[src/rtl/mem_arb_pkg.sv]
// Shared encodings for the MIG command-port arbiter.
// Command codes match the MIG app_cmd field.
package mem_arb_pkg;

  localparam logic [2:0] CMD_WRITE = 3'b000;
  localparam logic [2:0] CMD_READ  = 3'b001;

  typedef enum logic [1:0] {
    S_ARB,
    S_WR,
    S_RD
  } state_t;

  typedef enum logic {
    GRANT_WR,
    GRANT_RD
  } grant_t;

endpackage

[src/rtl/mem_cmd_arbiter.sv]
// Shares the MIG UI command/write-data port between the frame writer
// and host readout: round-robin, burst-limited, write-urgency override.
module mem_cmd_arbiter
  import mem_arb_pkg::*;
#(
  parameter int ADDR_W             = 29,
  parameter int DATA_W             = 128,
  parameter int MAX_BURST          = 4,
  parameter int MAX_RD_OUTSTANDING = 64
) (
  input  logic              clk,
  input  logic              reset_clk,
  input  logic              wr_req,
  input  logic [ADDR_W-1:0] wr_addr,
  input  logic [DATA_W-1:0] wr_data,
  input  logic              wr_urgent,
  output logic              wr_ack,
  input  logic              rd_req,
  input  logic [ADDR_W-1:0] rd_addr,
  output logic              rd_ack,
  output logic [DATA_W-1:0] rd_data,
  output logic              rd_data_valid,
  output logic              app_en,
  output logic [2:0]        app_cmd,
  output logic [ADDR_W-1:0] app_addr,
  input  logic              app_rdy,
  output logic              app_wdf_wren,
  output logic              app_wdf_end,
  output logic [DATA_W-1:0] app_wdf_data,
  input  logic              app_wdf_rdy,
  input  logic [DATA_W-1:0] app_rd_data,
  input  logic              app_rd_data_valid,
  output logic [6:0]        rd_outstanding
);

  localparam int BW = $clog2(MAX_BURST + 1);
  localparam logic [BW-1:0] BURST_MAX = BW'(MAX_BURST);
  localparam logic [6:0] RD_MAX = 7'(MAX_RD_OUTSTANDING);

  state_t        state;
  grant_t        last_grant;
  grant_t        grant;
  grant_t        other;
  logic          grant_v;
  logic [BW-1:0] burst_cnt;
  logic          cmd_done;
  logic          data_done;

  logic wr_elig;
  logic rd_elig;
  logic urg;
  logic both;
  logic only_wr;
  logic only_rd;
  logic burst_full;
  logic cmd_acc;
  logic dat_acc;

  assign rd_data       = app_rd_data;
  assign rd_data_valid = app_rd_data_valid;

  assign cmd_acc = app_en & app_rdy;
  assign dat_acc = app_wdf_wren & app_wdf_rdy;

  assign wr_ack = (state == S_WR)
                & (cmd_done | cmd_acc)
                & (data_done | dat_acc);
  assign rd_ack = (state == S_RD) & app_rdy;

  assign wr_elig    = wr_req;
  assign rd_elig    = rd_req & (rd_outstanding < RD_MAX);
  assign urg        = wr_urgent & wr_req;
  assign both       = ~urg & wr_elig & rd_elig;
  assign only_wr    = ~urg & wr_elig & ~rd_elig;
  assign only_rd    = ~wr_elig & rd_elig;
  assign burst_full = (burst_cnt == BURST_MAX);
  assign other      = (last_grant == GRANT_WR) ? GRANT_RD : GRANT_WR;

  always_comb begin
    grant_v = 1'b0;
    grant   = last_grant;
    unique case (1'b1)
      urg: begin
        grant_v = 1'b1;
        grant   = GRANT_WR;
      end
      both: begin
        grant_v = 1'b1;
        grant   = burst_full ? other : last_grant;
      end
      only_wr: begin
        grant_v = 1'b1;
        grant   = GRANT_WR;
      end
      only_rd: begin
        grant_v = 1'b1;
        grant   = GRANT_RD;
      end
      default: begin
        grant_v = 1'b0;
        grant   = last_grant;
      end
    endcase
  end

  always_ff @(posedge clk) begin
    if (reset_clk) begin
      state          <= S_ARB;
      last_grant     <= GRANT_RD;
      burst_cnt      <= '0;
      cmd_done       <= 1'b0;
      data_done      <= 1'b0;
      app_en         <= 1'b0;
      app_cmd        <= CMD_READ;
      app_addr       <= '0;
      app_wdf_wren   <= 1'b0;
      app_wdf_end    <= 1'b0;
      app_wdf_data   <= '0;
      rd_outstanding <= '0;
    end else begin
      unique case ({rd_ack, app_rd_data_valid})
        2'b10:   rd_outstanding <= rd_outstanding + 7'd1;
        2'b01:   rd_outstanding <= rd_outstanding - 7'd1;
        default: rd_outstanding <= rd_outstanding;
      endcase

      unique case (state)
        S_ARB: begin
          if (grant_v) begin
            last_grant <= grant;
            if (grant != last_grant)
              burst_cnt <= '0;
            app_en    <= 1'b1;
            cmd_done  <= 1'b0;
            data_done <= 1'b0;
            if (grant == GRANT_WR) begin
              state        <= S_WR;
              app_cmd      <= CMD_WRITE;
              app_addr     <= wr_addr;
              app_wdf_data <= wr_data;
              app_wdf_wren <= 1'b1;
              app_wdf_end  <= 1'b1;
            end else begin
              state    <= S_RD;
              app_cmd  <= CMD_READ;
              app_addr <= rd_addr;
            end
          end
        end
        S_WR: begin
          // command and data beat may be accepted in either order
          if (cmd_acc) begin
            app_en   <= 1'b0;
            cmd_done <= 1'b1;
          end
          if (dat_acc) begin
            app_wdf_wren <= 1'b0;
            app_wdf_end  <= 1'b0;
            data_done    <= 1'b1;
          end
          if (wr_ack) begin
            state <= S_ARB;
            if (!burst_full)
              burst_cnt <= burst_cnt + 1'b1;
          end
        end
        S_RD: begin
          if (rd_ack) begin
            app_en <= 1'b0;
            state  <= S_ARB;
            if (!burst_full)
              burst_cnt <= burst_cnt + 1'b1;
          end
        end
        default: begin
          state <= S_ARB;
        end
      endcase
    end
  end

endmodule

[config.mk]
export PLATFORM = sky130hd
export DESIGN_NAME = mem_cmd_arbiter
export DESIGN_NICKNAME = d
export VERILOG_FILES = /design/src/rtl/mem_arb_pkg.sv /design/src/rtl/mem_cmd_arbiter.sv
export SDC_FILE = /design/constraint.sdc
export NUM_CORES = 1
export LEC_CHECK = 0
export ABC_CLOCK_PERIOD_IN_PS = 7750
export CORE_AREA = 5 5 240 242
export CTS_BUF_LIST = sky130_fd_sc_hd__clkbuf_8
export CTS_CLUSTER_DIAMETER = 40
export DETAILED_ROUTE_END_ITERATION = 10
export DIE_AREA = 0 0 245 247
export PLACE_DENSITY_LB_ADDON = 0.08
export SLEW_MARGIN = 20
export SYNTH_ARGS = -nofsm -noshare
export SYNTH_HDL_FRONTEND = slang
export SYNTH_SLANG_ARGS = --single-unit
[constraint.sdc]
create_clock -name clk -period 7.75 [get_ports clk]
set_clock_uncertainty 0.15 [all_clocks]
set_input_delay 0.775 -clock clk [delete_from_list [all_inputs] [get_ports clk]]
set_output_delay 0.775 -clock clk [all_outputs]
set_load 0.005 [all_outputs]
==> summary.txt <==
Status
  • Status: finished, final reports clean

Routing
  • Vias per Instance: roughly 3.7
  • Detail Route Antenna Nets: 0
  • DR iter-0 viols: between 200 and 250
  • WL final: 31700 um
  • Drt pass-1 iters: 4
  • Vias post-DR: between 6000 and 7000
  • Wire length per cell: around 17 um
  • DRC viols: 0

Logic synthesis
  • Yosys warns: 0
  • Fraction of registers with async set/reset: 0
  • Post-synth EDFFs: 0
  • #FFs+latches synth: 174
  • Combinational family with the most area after synthesis: simple AND/OR/NAND/NOR gates
  • Mapped cell area: around 0.008 mm2
  • XOR/XNOR share of the synthesized area: 0.00672
  • Simple-Gate Fraction of Synth Area: 0.182
  • Synth Area in Compound Gates: 0.143
  • Mux contribution to synthesized area: 0.0426
  • Cell taking the most area after synthesis: dfxtp_1
  • Predominant post-synthesis flop cell: dfxtp_1
  • Post-synthesis adder-cell area fraction: 0.0144
  • Synth top area cells: dfxtp_1 45%, nand2_1 14%, buf_4 13%
  • Post-Syn Area per Cell: ~8.0 um2
  • Synth unique cells: 53
  • Proportion of synthesized chip area in sequential cells: 0.446
  • Cells after Synth: slightly below 1000
  • Synth top area share: 0.446

Clocking
  • CTS Buf Count: 17
  • Hold_buf cts: 0
  • CTS root buffer: clkbuf_8
  • TritonCTS clock tree: yes
  • # Post-CTS Setup Buffers: 0
  • Skew-Pair Late Insertion Delay: ~530 ps
  • Post_cts resized: 0
  • CTS H-Tree Depth: 4
  • Worst-path clk slew: about 110 ps
  • Maximum clock insertion buffer count: 2
  • Clock sinks: 174

Power
  • Leak: approximately 4.0 nW
  • Maximum VDD drop: 0.108 mV
  • P per Cell Area: between 200 and 250 mW/mm2

Worst setup path
  • Worst reg-to-reg path cell count: 8
  • Reg-to-reg critical path endpoint: app_wdf_end$_SDFFE_PP0P_
  • Reg-to-Reg Start: burst_cnt[0]$_SDFFE_PP0P_
  • Setup CP Type: flop to flop
  • CP Capture Type: flop
  • CP arrival: 3610 ps
  • Crit Path Max Fanout: 69
  • CP startpoint kind: flop
  • Worst path required time: between 8000 and 9000 ps
  • Reg2reg setup slack: about 4400 ps
  • CP Launch Point: burst_cnt[0]$_SDFFE_PP0P_

Timing
  • Final-report setup violation count: 0
  • Period utilization: 0.430
  • Rel. slew slack: 0.322
  • Fmax: about 300 MHz
  • Total negative slack: 0 ps
  • Worst slew pin tran: just over 1000 ps
  • Worst hold slack: 302 ps
  • Max-slew violation count: 0
  • Fin crit period: ~3300 ps
  • RSZ-0062 raised after global routing: false
  • Final hold viol count: 0

Finish
  • Area of the multi-input gates: approximately 0.0031 mm2
  • Final nets: roughly 1500
  • Area growth syn-to-layout: 47.4%
  • FF+latch area: around 0.0035 mm2
  • Commonest non-fill, non-tap cell in the layout: clkdlybuf4s50_1
  • Share of layout cells above drive strength 1: 0.0397
  • # fillers: 6167
  • Commonest non-fill, non-tap cells in the layout: 363 x clkdlybuf4s50_1, 296 x nand2_1, 174 x dfxtp_1

Floorplanning
  • Die Footprint: a little over 0.06 mm2
  • Chip width: approximately 250 um
  • Die height: 247 um
  • Core area: 0.0549 mm2
  • FP Rows: 86
  • Ports: about 620
  • Initial Util: 0.142

Global route
  • Initial antenna violation count: 3
  • All-Layer GR Usage: 0.102
  • GRT overflow: 0
  • Vias in the first global route: ~7000
  • First-pass GRT wire length: between 40000 and 50000 um
  • Largest net degree at the start of global routing: between 100 and 150

Placed design
  • Placer congestion estimate: between 0.6 and 0.7
  • Placed wire-length estimate: around 22000 um
  • I/O Buffers: approximately 360

Flow run
  • Max-Cap Viols: 0

Hold path
  • Worst Hold Launch: app_addr[17]$_SDFFE_PP0P_
  • Hold Path Depth: 2
  • Hold path endpoint: app_addr[17]$_SDFFE_PP0P_
  • Hold Path Class: flop to flop
[routing by layer]
metal  vias to the layer above  wire, um  global-route usage
met1                      3153     12900               0.115
met3                        89      2770              0.0484
met4                         4      1260              0.0558
met2                       275     14800               0.159
met5                         -        73             0.00735
li1                       3432         -                   -
[sequential cells by signal, summed over array words and instances, names as in the netlist]
signal / count
app_addr: 29
state: 2
burst_cnt: 3
app_en: 1
cmd_done: 1
app_wdf_end: 1
last_grant: 1
data_done: 1
app_wdf_data: 128
rd_outstanding: 7
[how the worst max path moves through the flow]
| stage | endpoint | cells past startpoint |
|---|---|---|
| global route | app_wdf_end$_SDFFE_PP0P_ | 8 |
| detailed placement | app_wdf_end$_SDFFE_PP0P_ | 5 |
| finish | app_wdf_end$_SDFFE_PP0P_ | 8 |
| floorplan | rd_outstanding[4]$_SDFFE_PP0P_ | 10 |
| global placement | app_wdf_end$_SDFFE_PP0P_ | 5 |
| CTS | app_wdf_end$_SDFFE_PP0P_ | 8 |
[worst max-delay path, cell delays in order, from the launching register on]
cell and delay, ps:
dfxtp_1 360, inv_1 70, ha_1 210, and2_1 200, xnor2_1 280, o211a_4 690
buf_4 750, nor2_1 70, a2111oi_0 330
[synth_stat cells (5+ instances only)]
cell type  number
or3_1           5
dfxtp_1       174
o21ai_0        29
nand2_1       296
buf_2          19
inv_1          11
a21oi_1       141
buf_4         136
clkbuf_1       33
nor2_1         14
mux2i_1        31
ha_1            9
o21ai_1         6
nor3_1          5
[report_power, final]
group	leakage, nW	total, mW	switching [mW]	internal [mW]
registers	1.43	1.16	0.106	1.06
logic	2.44	1.06	0.520	0.540
clock network	0.179	0.643	0.391	0.252
total	4.04	2.87	1.02	1.85
[area by class of cell]
cell class,instances,area share
clock buffers,21,0.0251
clock inverters,10,0.00565
repair buffers,369,0.320
flip-flops and latches,174,0.302
multi-input cells,598,0.266
well taps,704,0.0765
inverters,11,0.00359
diodes,1,0.000217
[metrics by stage]
stage / utilization / worst slack (ps) / total power [mW] / cell area (um2) / std cells
after global placement: 0.203 / 3830 / 2.29 / 11200 / 1856
final: 0.210 / 4420 / 2.87 / 11500 / 1888
after detailed placement: 0.203 / 3810 / 2.28 / 11200 / 1856
after floorplan: - / 4930 / 1.72 / 7820 / 973
after CTS: 0.210 / 4260 / 2.98 / 11500 / 1887
after global routing: 0.210 / 4010 / 3.11 / 11500 / 1888
[kinds of logic after synthesis]
family,count (synthesis)
xor+xnor,6
compound gates,203
other cells,1
fa+ha+maj,9
flops,174
buf+inv,201
simple gates,345
mux,33
(Power assumes the default switching activity.)
